--- config.mk ---
export PLATFORM = sky130hd
export DESIGN_NAME = kmkz_fetch_buffer
export DESIGN_NICKNAME = d
export VERILOG_FILES = /design/src/rtl/kmkz_pkg.sv /design/src/rtl/kmkz_fetch_align.sv /design/src/rtl/kmkz_fetch_buffer.sv
export SDC_FILE = /design/constraint.sdc
export NUM_CORES = 1
export LEC_CHECK = 0
export ABC_CLOCK_PERIOD_IN_PS = 4500
export BUFFER_PORTS_ARGS = -buffer_cell sky130_fd_sc_hd__buf_4
export CELL_PAD_IN_SITES_DETAIL_PLACEMENT = 1
export CELL_PAD_IN_SITES_GLOBAL_PLACEMENT = 2
export CORE_MARGIN = 3
export CORE_UTILIZATION = 38
export DETAILED_ROUTE_END_ITERATION = 10
export GPL_TIMING_DRIVEN = 0
export PLACE_DENSITY = 0.89
export SETUP_SLACK_MARGIN = 0.5
export SYNTH_ARGS = -nofsm -noshare
export SYNTH_HDL_FRONTEND = slang
export SYNTH_SLANG_ARGS = --single-unit
--- constraint.sdc ---
create_clock -name clk_i -period 4.5 [get_ports clk_i]
set_clock_uncertainty 0.2 [all_clocks]
set_input_delay 0.45 -clock clk_i [delete_from_list [all_inputs] [get_ports clk_i]]
set_output_delay 0.45 -clock clk_i [all_outputs]
set_load 0.01 [all_outputs]
--- src/rtl/kmkz_pkg.sv ---
// Shared constants for the kmkz instruction fetch path.
package kmkz_pkg;

  // Low two bits of a parcel equal to this mark a 32-bit instruction.
  localparam logic [1:0]  OPC_32      = 2'b11;
  localparam int          ILEN        = 32;
  localparam logic [31:0] PC_INC_HALF = 32'd2;
  localparam logic [31:0] PC_INC_WORD = 32'd4;

endpackage

--- src/rtl/kmkz_fetch_align.sv ---
// Extracts the instruction at halfword pointer rp from the word buffer and
// reports whether all of its halfwords are present.
module kmkz_fetch_align
  import kmkz_pkg::*;
#(
  parameter int DEPTH  = 4,
  parameter bit RVC_EN = 1'b1,
  localparam int AW    = $clog2(DEPTH),
  localparam int CW    = AW + 1
) (
  input  logic [ILEN-1:0] words [DEPTH],
  input  logic [CW-1:0]   rp,
  input  logic [CW-1:0]   count,
  output logic [ILEN-1:0] instr,
  output logic            compressed,
  output logic            need_two,
  output logic            complete
);

  logic [AW-1:0] e0;
  logic [AW-1:0] e1;
  logic [15:0]   lo;
  logic [15:0]   hi;

  always_comb begin
    e0 = rp[CW-1:1];
    e1 = e0 + AW'(1);
    lo = rp[0] ? words[e0][31:16] : words[e0][15:0];
    // An odd head pointer takes the upper parcel half from the next entry.
    hi = rp[0] ? words[e1][15:0] : words[e0][31:16];
    compressed = RVC_EN && (lo[1:0] != OPC_32);
    need_two   = !compressed && rp[0];
    complete   = need_two ? (count >= CW'(2)) : (count != '0);
    instr      = compressed ? {16'h0000, lo} : {hi, lo};
  end

endmodule

--- src/rtl/kmkz_fetch_buffer.sv ---
// RVC-aware fetch buffer: credit-limited word fetch over a req/gnt/rvalid bus,
// halfword realignment and a show-ahead valid/ready instruction port.
module kmkz_fetch_buffer
  import kmkz_pkg::*;
#(
  parameter int          DEPTH    = 4,
  parameter logic [31:0] RESET_PC = 32'h0,
  parameter bit          RVC_EN   = 1'b1
) (
  input  logic        clk_i,
  input  logic        rst_i,
  output logic        mem_req_o,
  output logic [31:0] mem_addr_o,
  input  logic        mem_gnt_i,
  input  logic        mem_rvalid_i,
  input  logic [31:0] mem_rdata_i,
  output logic        instr_valid_o,
  input  logic        instr_ready_i,
  output logic [31:0] instr_o,
  output logic [31:0] instr_pc_o,
  output logic        instr_compressed_o,
  input  logic        redirect_i,
  input  logic [31:0] redirect_pc_i
);

  localparam int          AW      = $clog2(DEPTH);
  localparam int          CW      = AW + 1;
  localparam logic [31:0] PC_MASK = RVC_EN ? 32'hFFFF_FFFE : 32'hFFFF_FFFC;

  logic [ILEN-1:0] buf_q [DEPTH];
  logic [AW-1:0]   wp_q;
  logic [CW-1:0]   rp_q;
  logic [CW-1:0]   cnt_q;
  logic [CW-1:0]   outst_q;
  logic [CW-1:0]   drop_q;
  logic [31:0]     fetch_addr_q;
  logic [31:0]     pc_q;

  logic [ILEN-1:0] al_instr;
  logic            al_comp;
  logic            al_need_two;
  logic            al_complete;
  logic [CW:0]     credit_used;
  logic [CW-1:0]   pop_cnt;
  logic [CW-1:0]   outst_next;
  logic            gnt;
  logic            push;
  logic            pop;

  kmkz_fetch_align #(.DEPTH(DEPTH), .RVC_EN(RVC_EN)) u_align (
    .words      (buf_q),
    .rp         (rp_q),
    .count      (cnt_q),
    .instr      (al_instr),
    .compressed (al_comp),
    .need_two   (al_need_two),
    .complete   (al_complete)
  );

  // Outstanding requests hold a buffer slot, so a response always has room.
  assign credit_used = {1'b0, cnt_q} + {1'b0, outst_q};
  assign mem_req_o   = (credit_used < (CW+1)'(DEPTH)) && (drop_q == '0) && rst_i;
  assign mem_addr_o  = fetch_addr_q;
  assign gnt         = mem_req_o && mem_gnt_i;
  assign push        = mem_rvalid_i && (drop_q == '0);
  assign outst_next  = outst_q + CW'(gnt) - CW'(mem_rvalid_i);

  // Decode handshake: an instruction transfers on a cycle with instr_valid_o
  // and instr_ready_i both high; while valid waits for ready, the output holds.
  assign instr_valid_o      = al_complete;
  assign instr_o            = al_instr;
  assign instr_pc_o         = pc_q;
  assign instr_compressed_o = al_complete && al_comp;
  assign pop                = instr_valid_o && instr_ready_i;
  // Only a compressed parcel in the low half leaves the head entry occupied.
  assign pop_cnt            = (al_comp && !rp_q[0]) ? '0 : CW'(1);

  always_ff @(posedge clk_i) begin
    if (push && !redirect_i && rst_i) begin
      buf_q[wp_q] <= mem_rdata_i;
    end
  end

  always_ff @(posedge clk_i) begin
    if (!rst_i) begin
      wp_q         <= '0;
      rp_q         <= {{AW{1'b0}}, RESET_PC[1] & RVC_EN};
      cnt_q        <= '0;
      outst_q      <= '0;
      drop_q       <= '0;
      fetch_addr_q <= RESET_PC & 32'hFFFF_FFFC;
      pc_q         <= RESET_PC & PC_MASK;
    end else if (redirect_i) begin
      // Everything still in flight, including this cycle's grant, is stale.
      wp_q         <= '0;
      rp_q         <= {{AW{1'b0}}, redirect_pc_i[1] & RVC_EN};
      cnt_q        <= '0;
      outst_q      <= outst_next;
      drop_q       <= outst_next;
      fetch_addr_q <= redirect_pc_i & 32'hFFFF_FFFC;
      pc_q         <= redirect_pc_i & PC_MASK;
    end else begin
      if (gnt) begin
        fetch_addr_q <= fetch_addr_q + PC_INC_WORD;
      end
      if (push) begin
        wp_q <= wp_q + AW'(1);
      end
      if (pop) begin
        rp_q <= rp_q + (al_comp ? CW'(1) : CW'(2));
        pc_q <= pc_q + (al_comp ? PC_INC_HALF : PC_INC_WORD);
      end
      if (mem_rvalid_i && (drop_q != '0)) begin
        drop_q <= drop_q - CW'(1);
      end
      cnt_q   <= cnt_q + CW'(push) - (pop ? pop_cnt : '0);
      outst_q <= outst_next;
    end
  end

  // A straddling instruction is only issued with both of its entries present.
  always_ff @(posedge clk_i) begin
    if (rst_i && pop) begin
      assert (!al_need_two || (cnt_q >= CW'(2)));
    end
  end

endmodule
Word-level counts from Yosys, hierarchy flattened:

Index checks and enable logic that the tools add are counted.

* register bits: 206
* bits of input ports: 70
* output and inout port bits: 99
* logic and storage cells: 83

* add/subtract/negate cells: 11
* $lt $le $gt $ge: 6
* eq/ne operators: 1
* muxes and demuxes: 25
* bitwise gates (word level): 4
* reductions and logical operators: 22

Operators by type and width (number)
* $mux W32: 8
* $bmux W32 S2: 2
* $bwmux W128: 1
* $demux W32 S2: 1
* $mux W16: 4
* $add A32 B3 Y32: 1
* $add A32 B3 Y32 const B: 1
* $logic_and A1 B1 Y1: 12
* $ge A3 B3 Y1 const B: 3
* $mux W3: 3
* $not A2 Y3: 3
* $add A3 B1 Y3: 2
* $reduce_bool A2 Y1: 3
* $reduce_bool A3 Y1: 2
* $sub A3 B1 Y3: 2
* $mux W1: 5
* $add A2 B1 Y2 const B: 2
* $add A3 B3 Y4: 1
* $lt A4 B3 Y1 const B: 1
* $add A3 B2 Y3: 1
* $ge A3 B2 Y1 const B: 1
* $logic_not A1 Y1: 3
* $logic_not A3 Y1: 1
* $lt A3 B1 Y1 const B: 1
* other kinds (5): 5

Longest topological paths before layout:

Gate-level depths: netlist (run 1).

* depth in word-level cells: 12
* mapped depth: 16
* depth with buffers taken out: 14

By module:

Synthesis (run 1) repeated with hierarchy kept, for this count alone.

* cells, all modules: 800
* area total of the unflattened synthesis: 10052.1 um^2

By module, submodules not included
* kmkz_fetch_buffer: instances 1, cells an instance 625, area an instance 8041.5 um^2, sequential area each 5345.1 um^2
* kmkz_fetch_align: instances 1, cells an instance 175, area an instance 2010.7 um^2, sequential area each 0.0 um^2

Worst setup path before layout (run 1):

No wires, ideal clock.

* path kind: reg2reg
* start: register rp_q[1]
* end: register cnt_q[1]
* setup time: 0.115 ns
* arrival: 3.739 ns
* data required time: 4.185 ns
* setup slack: 0.446 ns
* cell stages (with the launch flop): 16
* path buffers: 2
* clock period less this slack: 4.054 ns
* path through: dfxtp_1 buf_2 mux4_2 and3_1 a31oi_2 buf_2 inv_1 ha_1 nor2b_1 o31ai_1 nor2_1 ha_1 inv_1 ha_1 fa_1 and3_1

* longest elaborated chain between the ends: 12
* elaborated cells between the ends (all ways): 14
* classes of those cells: add/sub: 1; eq/ne: 1; mux: 7; bitwise: 1; reduce/logical: 4

RTL lines
* start, declared: line kmkz_fetch_buffer.sv:32 `logic [CW-1:0] rp_q;`
* start signal, assigned: line kmkz_fetch_buffer.sv:87 `rp_q <= {{AW{1'b0}}, RESET_PC[1] & RVC_EN};`
* start signal, assigned: line kmkz_fetch_buffer.sv:96 `rp_q <= {{AW{1'b0}}, redirect_pc_i[1] & RVC_EN};`
* start signal, assigned: line kmkz_fetch_buffer.sv:110 `rp_q <= rp_q + (al_comp ? CW'(1) : CW'(2));`
* $not A2 Y3 (implied by the code) (*): line kmkz_fetch_align.sv:28 `lo = rp[0] ? words[e0][31:16] : words[e0][15:0];`
* $bmux W32 S2 (*): line kmkz_fetch_align.sv:28
* $mux W32 (implied by the code) (*) (2 in a row): line kmkz_fetch_align.sv:28
* $mux W16 (*): line kmkz_fetch_align.sv:28
* $ne A2 B2 Y1 (*): line kmkz_fetch_align.sv:31 `compressed = RVC_EN && (lo[1:0] != OPC_32);`
* $logic_not A1 Y1: line kmkz_fetch_align.sv:32 `need_two = !compressed && rp[0];`
* $logic_and A1 B1 Y1: line kmkz_fetch_align.sv:32
* $mux W1: line kmkz_fetch_align.sv:33 `complete = need_two ? (count >= CW'(2)) : (count != '0);`
* $logic_and A1 B1 Y1: line kmkz_fetch_buffer.sv:74 `assign pop = instr_valid_o && instr_ready_i;`
* $mux W1 (*): line kmkz_fetch_buffer.sv:116 `cnt_q <= cnt_q + CW'(push) - (pop ? pop_cnt : '0);`
* $sub A3 B1 Y3 (*): line kmkz_fetch_buffer.sv:116
* end signal, assigned: line kmkz_fetch_buffer.sv:116
* end, declared: line kmkz_fetch_buffer.sv:33 `logic [CW-1:0] cnt_q;`

Mark *: on every way between the ends. The rest lies on a longest branch, timed or not. The select of a mux whose other input is x is not followed.
A chain may end at the register's enable or synchronous reset.

Worst setup path in the final report (run 1):

* start: register rp_q[1]
* end: output instr_compressed_o

* longest elaborated chain between the ends: 10

RTL lines
* $not A2 Y3 (implied by the code) (*): line kmkz_fetch_align.sv:28
* $bmux W32 S2 (*): line kmkz_fetch_align.sv:28
* $mux W32 (implied by the code) (*) (2 in a row): line kmkz_fetch_align.sv:28
* $mux W16 (*): line kmkz_fetch_align.sv:28
* $ne A2 B2 Y1 (*): line kmkz_fetch_align.sv:31
* $logic_not A1 Y1: line kmkz_fetch_align.sv:32
* $logic_and A1 B1 Y1: line kmkz_fetch_align.sv:32
* $mux W1: line kmkz_fetch_align.sv:33
* $logic_and A1 B1 Y1 (*): line kmkz_fetch_buffer.sv:73 `assign instr_compressed_o = al_complete && al_comp;`
* end, declared: line kmkz_fetch_buffer.sv:21 `output logic instr_compressed_o,`

Marked as above.

==> flow_metrics.env, run 1 <==
export IMPL_initial_utilization_pct=39.2
export IMPL_clockBufferDepth=3
export IMPL_insertion_delay_ns=0.51
export IMPL_rows=57
export IMPL_worstHoldPathCells=3
export IMPL_ys_seq_elements=203
export IMPL_startpoint="rp_q[1]"
export IMPL_ir_drop_uv=172
export IMPL_dp_hpwl_mm=20.3
export IMPL_maxCapViolCount=0
export IMPL_worstMarginPinSlew_ns=0.927
export IMPL_dieArea_um2=27400
export IMPL_die_x_um=165
export IMPL_drt_iter0_drc=484
export IMPL_hold_class="in -> reg"
export IMPL_synthXorXnorAreaFrac_pct=5.80
export IMPL_firstDrtPassIters=4
export IMPL_fp_dieH_um=165
export IMPL_drive_gt1_share_pct=28.3
export IMPL_grt_max_degree=33
export IMPL_grt_pass1_wl_mm=44.7
export IMPL_holdCritStartpoint="redirect_pc_i[1]"
export IMPL_vias=7304
export IMPL_boundaryPins=169
export IMPL_synth_compound_area_share_pct=7.16
export IMPL_antenna_found_initial=0
export IMPL_synthMuxAreaShare_pct=11.2
export IMPL_dp_worst_setup_slack_ns=-0.354
export IMPL_stdcell_count=1360
export IMPL_netlist_area_um2=9670
export IMPL_ys_async_sr_fraction_pct=0
export IMPL_ff2ff_path_depth=16
export IMPL_ys_types=51
export IMPL_nets=1111
export IMPL_postRouteAntennaNets=0
export IMPL_status="finished, final reports clean"
export IMPL_start_kind="flop"
export IMPL_rrSetupSlack_ns=0.69
export IMPL_max_freq_ghz=0.255
export IMPL_area_growth_syn_to_layout_pct=29.3
export IMPL_syn_mean_instance_area_um2=12.3
export IMPL_synthCells=789
export IMPL_numCtsBuffers=22
export IMPL_drt_wl_total_mm=29.2
export IMPL_r2r_end="cnt_q[2]"
export IMPL_core_area_um2=24700
export IMPL_wire_per_inst_um=21.4
export IMPL_vias_per_cell=5.37
export IMPL_grt_pass1_vias=7948
export IMPL_critPathArrivalTime_ns=3.27
export IMPL_report_final_slew_viol_count=0
export IMPL_crit_path_end_kind="output pin"
export IMPL_io_buffers=163
export IMPL_slowest_delay_ns=0.54
export IMPL_fin_util_pct=50.6
export IMPL_crit_path_top_delay_cell="mux4_2"
export IMPL_min_to="rp_q[0]"
export IMPL_gp_congestion=0.812
export IMPL_synth_area_leaders="edfxtp_1 (40%), dfxtp_1 (16%), mux4_2 (11%), xnor2_1 (4.9%), nand2_1 (4.4%)"
export IMPL_rsz0062_at_grt="no"
export IMPL_seq_area_frac_synth_pct=55.3
export IMPL_hold_slack_ns=0.0330
export IMPL_clkTransAtPathRegs_ns=0.06
export IMPL_cp_cell_sequence="clkbuf_4 -> mux4_2 -> and3_4 -> a31oi_4 -> buf_8 -> inv_1 -> ha_1 -> nor2b_2 -> or3_4 -> and2_1 -> buf_4"
export IMPL_p_per_area_nw_per_um2=376
export IMPL_drc=0
export IMPL_dp_cells=1278
export IMPL_crit_type="reg -> out"
export IMPL_crit_required_ns=3.85
export IMPL_yosysTopAreaCell="edfxtp_1"
export IMPL_synth_top_family_by_area="simple AND/OR/NAND/NOR gates"
export IMPL_synth_warning_count=0
export IMPL_p_leak_nw=4.51
export IMPL_synthFlopType="edfxtp_1"
export IMPL_h_tree_depth=1
export IMPL_worstPathMaxFanout=5
export IMPL_post_synth_top_area_fraction_pct=39.8
export IMPL_fill_cells=2628
export IMPL_reg2reg_from="rp_q[1]"
export IMPL_synth_adder_area_share_pct=3.29
export IMPL_clock_sinks=203
export IMPL_grt_use_total_pct=21.3
export IMPL_finalSetupViolations=0
export IMPL_cts_tree="built"
export IMPL_grt_ovfl_total=0
export IMPL_final_period_utilization_pct=87.0
export IMPL_period_minus_slack_ns=3.92
export IMPL_yosys_area_share_simple_pct=13.9
export IMPL_synth_edff_count=128
export IMPL_finalWorstSetupSlack_ns=0.584
export IMPL_power_mw=4.69
export IMPL_root_buffer="clkbuf_16"
export IMPL_final_hold_viol_count=0
export IMPL_timing_slew_headroom_pct=38.2
-- through the flow --
| stage | TNS (ns) | cell area (um^2) |
|---|---|---|
| after floorplan | 0 | 9680 |
| after global placement | -1.32 | 11300 |
| after detailed placement | -3.28 | 11300 |
| after CTS | 0 | 12400 |
| after global routing | 0 | 12500 |
| final | 0 | 12500 |
-- how the worst max path moves through the flow --
stage / end / slack, ns / cells after the start
2_1_floorplan: cnt_q[1] / 0.52 / 15
3_3_place_gp: cnt_q[2] / -0.29 / 16
3_5_place_dp: cnt_q[1] / -0.35 / 15
4_1_cts: instr_compressed_o / 0.52 / 11
5_1_grt: instr_compressed_o / 0.49 / 11
6_report: instr_compressed_o / 0.58 / 11
-- what timing repair did --
action,CTS,global route
pin swaps,0,1
hold buffers,34,0
endpoints found under the hold margin,131,0
setup buffers,3,3
gates resized for setup,7,7
endpoints found under the setup margin,38,23
-- layout by cell type (no fill, tap or decap), drive strengths merged, types with 20 or more instances in the layout --
master / n
dlygate4sd3: 34
inv: 23
edfxtp: 128
buf: 187
nand2: 114
dfxtp: 75
mux4: 48
nand3: 20
xnor2: 54
o21ai: 37
a21oi: 76
nor4: 23
clkbuf: 65
-- worst max-delay path: cells and delay by family, from the launching register on --
family          cells  cell delay, ns
simple gates        4            1.02
compound gates      1            0.19
buf+inv             4            0.51
flops               1            0.30
fa+ha+maj           1            0.20
mux                 1            0.54
-- logic make-up (layout without fill, tap and decap cells) --
kind of cell | Yosys count | count (layout)
AOI/OAI and AO/OA | 128 | 128
xor gates and xnor gates | 64 | 64
adders and majority gates | 23 | 23
buffers and inverters | 73 | 316
DFF | 203 | 203
muxes | 48 | 48
other | 1 | 5
and+or+nand+nor | 249 | 249
-- layout make-up --
type | instances | area (um^2) | share of cell area, %
sequential | 203 | 5350 | 42.8
multi-input combinational | 515 | 4070 | 32.6
timing repair buffer | 203 | 1610 | 12.9
clock buffer | 33 | 653 | 5.23
tap | 324 | 405 | 3.24
buffer | 50 | 250 | 2.00
inverter | 23 | 86.3 | 0.691
clock inverter | 7 | 72.6 | 0.581
antenna | 2 | 5.00 | 0.0401
-- layer usage --
layer | vias to the layer above | GRT usage, % | share of wire [%]
li1 | 3382 | - | -
met5 | - | 0 | 0
met2 | 240 | 35.4 | 49
met3 | 42 | 3.94 | 6.2
met1 | 3640 | 28.4 | 42
met4 | 0 | 6.50 | 2.3
-- registers in the layout (all words and copies together), names as in the netlist --
name	count
instr_pc_o	31
buf_q	128
outst_q	3
wp_q	2
rp_q	3
drop_q	3
mem_addr_o	30
cnt_q	3
-- synth_stat cells (19+ instances only) --
cell and n:
a21oi_1 76, nand2_1 114, dfxtp_1 75, ha_1 19
xnor2_1 54, o21ai_0 37, nand3_1 20, edfxtp_1 128
inv_1 21, clkbuf_1 29, mux4_2 48
-- power breakdown --
group | internal (mW) | leakage, nW | switching [mW]
registers | 2.07 | 1.78 | 0.0828
clock network | 1.06 | 0.352 | 0.731
logic | 0.353 | 2.39 | 0.393
No activity file was read; power rests on OpenSTA's default activity.
==> inputs of run 2 (changes only) <==
--- a/config.mk
+++ b/config.mk
@@ -5,12 +5,13 @@
 export SDC_FILE = /design/constraint.sdc
 export NUM_CORES = 1
 export LEC_CHECK = 0
+export ABC_AREA = 1
 export ABC_CLOCK_PERIOD_IN_PS = 4500
 export BUFFER_PORTS_ARGS = -buffer_cell sky130_fd_sc_hd__buf_4
 export CELL_PAD_IN_SITES_DETAIL_PLACEMENT = 1
 export CELL_PAD_IN_SITES_GLOBAL_PLACEMENT = 2
 export CORE_MARGIN = 3
-export CORE_UTILIZATION = 38
+export CORE_UTILIZATION = 34
 export DETAILED_ROUTE_END_ITERATION = 10
 export GPL_TIMING_DRIVEN = 0
 export PLACE_DENSITY = 0.89
==> run 2 against run 1 <==
  * Critical path depth increased by 9
  * Combinational power increased by 3%
  * Routed wire length increased by 40%
  * Critical endpoint is now cnt_q[2]
  * Critical path type is now reg -> reg
  * Count of clock-buffer cells in the layout decreased by 7
  * Highest routed layer unchanged
  * Total power increased by 2.9%
==> flow_metrics.env, run 2 <==
export IMPL_status="finished, final reports clean"
export IMPL_synthCells=1341
export IMPL_drc=0
export IMPL_vias=10456
export IMPL_finalWorstSetupSlack_ns=0.669
export IMPL_multi_input_area_um2=4600
export IMPL_rsz0062_at_grt="yes"
export IMPL_area_growth_syn_to_layout_pct=27.8
export IMPL_grt_busiest_layer="met2"
export IMPL_core_area_um2=31000
export IMPL_initial_utilization_pct=35.0
export IMPL_crit_path_end_kind="flop"
export IMPL_root_buffer="clkbuf_16"
export IMPL_grt_use_met3_pct=2.76
export IMPL_ir_drop_uv=267
export IMPL_largest_register_ffs=128
export IMPL_numCtsBuffers=24
export IMPL_setup_tns_ns=0
export IMPL_ys_async_sr_fraction_pct=0
export IMPL_fp_dieH_um=185
export IMPL_clkTransAtPathRegs_ns=0.06
export IMPL_grt_max_degree=27
export IMPL_yosysMostFrequentCell="nand2_1"
export IMPL_seq_area_frac_synth_pct=49.3
export IMPL_netlist_area_um2=10900
export IMPL_hold_class="in -> reg"
export IMPL_wire_per_inst_um=20.6
export IMPL_ys_types=42
export IMPL_p_leak_nw=5.55
export IMPL_dieArea_um2=34100
export IMPL_ys_seq_elements=203
export IMPL_clockBufferDepth=3
export IMPL_yosysTopAreaCell="edfxtp_1"
export IMPL_h_tree_depth=1
export IMPL_gp_congestion=0.822
export IMPL_die_x_um=185
export IMPL_insertion_delay_ns=0.53
export IMPL_grt_pass1_vias=10976
export IMPL_final_hold_viol_count=0
export IMPL_regArea_um2=5350
export IMPL_max_freq_ghz=0.261
export IMPL_finalSetupViolations=0
export IMPL_synthFlopType="edfxtp_1"
export IMPL_report_final_slew_viol_count=0
export IMPL_final_common_cell="nand2_1"
export IMPL_final_period_utilization_pct=85.1
export IMPL_grt_pass1_wl_mm=61.8
export IMPL_grtUsageMet1_pct=29.0
export IMPL_syn_mean_instance_area_um2=8.09
export IMPL_vias_per_cell=5.26
export IMPL_crit_type="reg -> reg"
export IMPL_fill_cells=3760
export IMPL_worstPathMaxFanout=14
export IMPL_critPathArrivalTime_ns=4.07
export IMPL_largest_register="buf_q"
export IMPL_clock_sinks=203
export IMPL_timing_slew_headroom_pct=49.9
export IMPL_grt_ovfl_total=0
export IMPL_drt_wl_total_mm=40.8
export IMPL_post_synth_top_area_fraction_pct=35.4
export IMPL_rows=64
export IMPL_io_buffers=162
export IMPL_dp_worst_setup_slack_ns=0.239
export IMPL_nets=1664
export IMPL_antenna_found_initial=0
export IMPL_boundaryPins=169
export IMPL_placed_cell_area_um2=12700
export IMPL_worstMarginPinSlew_ns=0.750
export IMPL_synth_warning_count=0
export IMPL_final_cell_mix="nand2_1 (295), buf_4 (176), inv_1 (169)"
export IMPL_period_minus_slack_ns=3.83
export IMPL_crit_required_ns=4.74
export IMPL_p_per_area_nw_per_um2=348
export IMPL_use_met2_pct=42.7
export IMPL_synthTopCellsByCount="nand2_1 (296), inv_1 (169), nor2_1 (159)"
export IMPL_drive_gt1_share_pct=16.9
export IMPL_fin_util_pct=44.8
export IMPL_postRouteAntennaNets=0
export IMPL_synth_area_leaders="edfxtp_1 (35%), dfxtp_1 (14%), nand2_1 (10%), inv_1 (5.8%), nor2_1 (5.5%)"
export IMPL_start_kind="flop"
export IMPL_maxCapViolCount=0
export IMPL_firstDrtPassIters=5
export IMPL_dp_hpwl_mm=30.4
export IMPL_synth_edff_count=128
export IMPL_grt_use_total_pct=23.5
export IMPL_stdcell_area_um2=13900
export IMPL_cts_tree="built"
export IMPL_drt_iter0_drc=628
## run 2: cell types whose count changed after synthesis, moves of 16 or more
cell       before  now
o21ai_0        37  113
a21oi_1        76   94
nand3_1        20   60
nor2_1         16  159
a31oi_1         2   26
nand2_1       114  296
o211ai_1        0   17
inv_1          21  169
xnor2_1        54    2
o2111ai_1       0   16
mux4_2         48    0
## run 2: per-stage QoR
step / total power, mW / cells / hold slack [ns]
3_5_place_dp: 2.90 / 1905 / 0.261
5_1_grt: 5.02 / 1985 / 0.0723
4_1_cts: 4.86 / 1983 / 0.0427
3_3_place_gp: 2.87 / 1901 / 0.259
2_1_floorplan: 2.53 / 1343 / 0.247
6_report: 4.83 / 1986 / 0.0679
## run 2: cell type report
cell class                      count  area share [%]
Antenna cell                        1          0.0180
Buffer                             60            2.36
Clock buffer                       26            4.54
Clock inverter                     18            1.03
Inverter                          176            4.78
Multi-Input combinational cell    904            33.2
Sequential cell                   203            38.5
Tap cell                          396            3.57
Timing Repair Buffer              202            12.0
## run 2: where the power goes
group	switching [mW]	total, mW	internal [mW]	leakage (nW)
Clock	0.814	1.94	1.12	0.390
Sequential	0.0761	2.13	2.05	1.77
Combinational	0.456	0.765	0.310	3.39
Total	1.35	4.83	3.48	5.55
## run 2: layer usage
| layer | vias up | wire length [um] |
|---|---|---|
| li1 | 4932 | - |
| met1 | 5102 | 16700 |
| met4 | 0 | 1350 |
| met5 | - | 0 |
| met2 | 349 | 20600 |
| met3 | 73 | 2240 |
## run 2: worst max-delay path, cell delays in order, from the launching register on
cell and delay, ns:
dfxtp_1 0.36, buf_6 0.16, inv_4 0.05, buf_6 0.13, a21oi_1 0.14, o21ai_1 0.12, a31oi_2 0.28, nand2_4 0.16
buf_6 0.21, inv_2 0.07, ha_1 0.17, o21bai_2 0.15, nand3_4 0.16, nand2_8 0.12, nor2_1 0.06, ha_1 0.27
inv_1 0.04, ha_1 0.19, fa_1 0.40, xor2_1 0.17, nor2_1 0.12
## run 2: kinds of logic (layout without fill, tap and decap cells)
logic type                 count (synthesis)  in the layout  synth area share (%)
AOI/OAI and AO/OA                        302            302                  16.2
DFF                                      203            203                  49.3
xor gates and xnor gates                  27             27                  2.18
other                                      1              4                0.0346
and+or+nand+nor                          549            549                  20.3
adders and majority gates                 23             23                  2.93
buffers and inverters                    236            482                  9.06
## run 2: final timing paths
path | end | cells after the start | from | slack, ns
worst max-delay path | cnt_q[2] | 20 | rp_q[1] | 0.67
worst min-delay path | mem_addr_o[6] | 3 | redirect_pc_i[6] | 0.07
worst max register to register | cnt_q[2] | 20 | rp_q[1] | 0.67
worst min register to register | drop_q[2] | 2 | drop_q[2] | 0.27
## run 2: what timing repair did
item                                   in CTS  in global routing
endpoints found under the hold margin     129                  0
pin swaps                                   1                  4
setup endpoints to repair                  16                  6
buffers inserted                            1                  2
resized for setup                           5                  7
hold buffers                               33                  0
==> inputs of run 3 (changes only) <==
--- a/config.mk
+++ b/config.mk
@@ -5,13 +5,13 @@
 export SDC_FILE = /design/constraint.sdc
 export NUM_CORES = 1
 export LEC_CHECK = 0
-export ABC_AREA = 1
 export ABC_CLOCK_PERIOD_IN_PS = 4500
 export BUFFER_PORTS_ARGS = -buffer_cell sky130_fd_sc_hd__buf_4
 export CELL_PAD_IN_SITES_DETAIL_PLACEMENT = 1
 export CELL_PAD_IN_SITES_GLOBAL_PLACEMENT = 2
+export CORE_ASPECT_RATIO = 0.6
 export CORE_MARGIN = 3
-export CORE_UTILIZATION = 34
+export CORE_UTILIZATION = 38
 export DETAILED_ROUTE_END_ITERATION = 10
 export GPL_TIMING_DRIVEN = 0
 export PLACE_DENSITY = 0.89
==> run 3 against run 2 <==
  * Register-to-register slack improved by 0.05 ns
  * Largest cell class unchanged
  * Setup slack got worse by 0.031 ns
  * Global-route usage decreased by 1.0 points
  * Sequential share of layout area increased by 4.4 points
  * Count of clock-buffer cells in the layout decreased by 4
  * Via count decreased by 29%
  * Largest power group unchanged
  * Non-clock buffer count decreased by 7
  * First-iteration DRC count decreased by 22%
  * Cell area decreased by 10%
  * Combinational power about the same
  * Routed wire length decreased by 24%
  * Cell count decreased by 32%
==> flow_metrics.env, run 3 (same netlist as run 1, synthesis figures left out) <==
export IMPL_grt_pass1_wl_mm=46.7
export IMPL_stdcell_area_um2=12500
export IMPL_gp_congestion=0.928
export IMPL_r2r_end="cnt_q[2]"
export IMPL_power_mw=4.65
export IMPL_postRouteAntennaNets=0
export IMPL_vias=7393
export IMPL_worstPathMaxFanout=5
export IMPL_drt_iter0_drc=488
export IMPL_boundaryPins=169
export IMPL_reg2reg_from="rp_q[1]"
export IMPL_setup_tns_ns=0
export IMPL_crit_path_end_kind="output pin"
export IMPL_dp_cells=1277
export IMPL_final_period_utilization_pct=85.8
export IMPL_worstHoldPathCells=3
export IMPL_max_freq_ghz=0.259
export IMPL_final_common_cell="buf_4"
export IMPL_core_area_um2=24600
export IMPL_min_to="rp_q[0]"
export IMPL_regArea_um2=5350
export IMPL_multi_input_area_um2=4070
export IMPL_grt_pass1_vias=7558
export IMPL_h_tree_depth=1
export IMPL_clkTransAtPathRegs_ns=0.07
export IMPL_nets=1112
export IMPL_final_hold_viol_count=0
export IMPL_critPathArrivalTime_ns=3.21
export IMPL_grt_use_total_pct=22.5
export IMPL_dp_hpwl_mm=22.6
export IMPL_drt_wl_total_mm=31.0
export IMPL_crit_type="reg -> out"
export IMPL_final_cell_mix="buf_4 (173), edfxtp_1 (128), nand2_1 (114)"
export IMPL_report_final_slew_viol_count=0
export IMPL_dieArea_um2=27500
export IMPL_worstMarginPinSlew_ns=0.966
export IMPL_finalWorstSetupSlack_ns=0.638
export IMPL_status="finished, final reports clean"
export IMPL_hold_class="in -> reg"
export IMPL_crit_required_ns=3.85
export IMPL_io_buffers=163
export IMPL_holdCritStartpoint="redirect_pc_i[1]"
export IMPL_ff2ff_path_depth=16
export IMPL_n_antenna_cell=0
export IMPL_vias_per_cell=5.46
export IMPL_p_per_area_nw_per_um2=373
export IMPL_wire_per_inst_um=22.9
export IMPL_finalSetupViolations=0
export IMPL_hold_slack_ns=0.0429
export IMPL_rows=44
export IMPL_area_growth_syn_to_layout_pct=28.9
export IMPL_root_buffer="clkbuf_16"
export IMPL_rrSetupSlack_ns=0.72
export IMPL_fin_util_pct=50.6
export IMPL_dp_worst_setup_slack_ns=-0.255
export IMPL_cts_tree="built"
export IMPL_fp_dieH_um=130
export IMPL_fill_cells=2615
export IMPL_die_x_um=212
export IMPL_placed_cell_area_um2=11300
export IMPL_drc=0
export IMPL_period_minus_slack_ns=3.86
export IMPL_timing_slew_headroom_pct=35.6
export IMPL_initial_utilization_pct=39.3
export IMPL_numCtsBuffers=21
export IMPL_clock_sinks=203
export IMPL_grt_ovfl_total=0
export IMPL_rsz0062_at_grt="no"
export IMPL_grt_max_degree=33
export IMPL_drive_gt1_share_pct=28.9
export IMPL_start_kind="flop"
export IMPL_clockBufferDepth=3
export IMPL_maxCapViolCount=0
export IMPL_largest_register="buf_q"
export IMPL_firstDrtPassIters=5
export IMPL_ir_drop_uv=260
export IMPL_antenna_found_initial=1
export IMPL_stdcell_count=1355
export IMPL_largest_register_ffs=128
export IMPL_p_leak_nw=4.49
export IMPL_insertion_delay_ns=0.51
[run 3: changes by cell type in the layout (fill, tap and decap cells not counted), sizes merged, moves of 15 or more]
| cell | previous run | this run |
|---|---|---|
| nor2 | 161 | 16 |
| a21oi | 102 | 76 |
| inv | 174 | 22 |
| xnor2 | 2 | 54 |
| mux4 | 0 | 48 |
| nor4 | 1 | 23 |
| o2111ai | 16 | 0 |
| o211ai | 17 | 0 |
| nand2 | 298 | 114 |
| nand3 | 60 | 20 |
| xor2 | 25 | 10 |
| a31oi | 28 | 3 |
| o21ai | 119 | 37 |
[run 3: worst max-delay path by stage]
| stage | slack, ns | from | cells past startpoint | end |
|---|---|---|---|---|
| finish | 0.64 | rp_q[1] | 11 | instr_compressed_o |
| global route | 0.51 | rp_q[1] | 11 | instr_compressed_o |
| CTS | 0.52 | rp_q[1] | 11 | instr_compressed_o |
| detailed placement | -0.26 | rp_q[1] | 15 | cnt_q[1] |
| global placement | -0.32 | rp_q[0] | 13 | instr_pc_o[30] |
| floorplan | 0.52 | rp_q[1] | 15 | cnt_q[1] |
[run 3: repair_timing]
action                                 in CTS  in global routing
setup buffers                               3                  4
pin swaps                                   0                  2
resized for setup                          10                  9
endpoints found under the hold margin     131                  0
hold buffers                               34                  0
setup endpoints to repair                  36                 22
[run 3: routing by layer]
layer	global-route usage (%)	wire length [um]	vias up	part of all wire, %
li1	-	-	3366	-
met1	35.3	15300	3747	49
met2	32.3	13100	237	42
met3	4.81	1980	41	6.4
met4	3.86	537	2	1.7
met5	0	13	-	0.042
[run 3: area by class of cell]
type	count	area share (%)
well taps	322	3.23
clock buffers	22	4.25
flip-flops and latches	203	42.9
clock inverters	15	1.10
repair buffers	205	13.1
plain buffers	50	2.05
inverters	23	0.693
multi-input cells	515	32.7
[run 3: report_power, final]
part / switching, mW / total [mW] / internal [mW]
Sequential: 0.0857 / 2.15 / 2.07
Combinational: 0.410 / 0.767 / 0.357
Clock: 0.755 / 1.73 / 0.974
[run 3: critical path: stages (launching register included)]
cell and delay (ns):
dfxtp_1 0.33, buf_6 0.13, mux4_2 0.53, and3_4 0.21
a31oi_4 0.22, buf_8 0.15, inv_1 0.05, ha_1 0.20
nor2b_4 0.16, or3_4 0.40, and2_4 0.18, buf_4 0.13
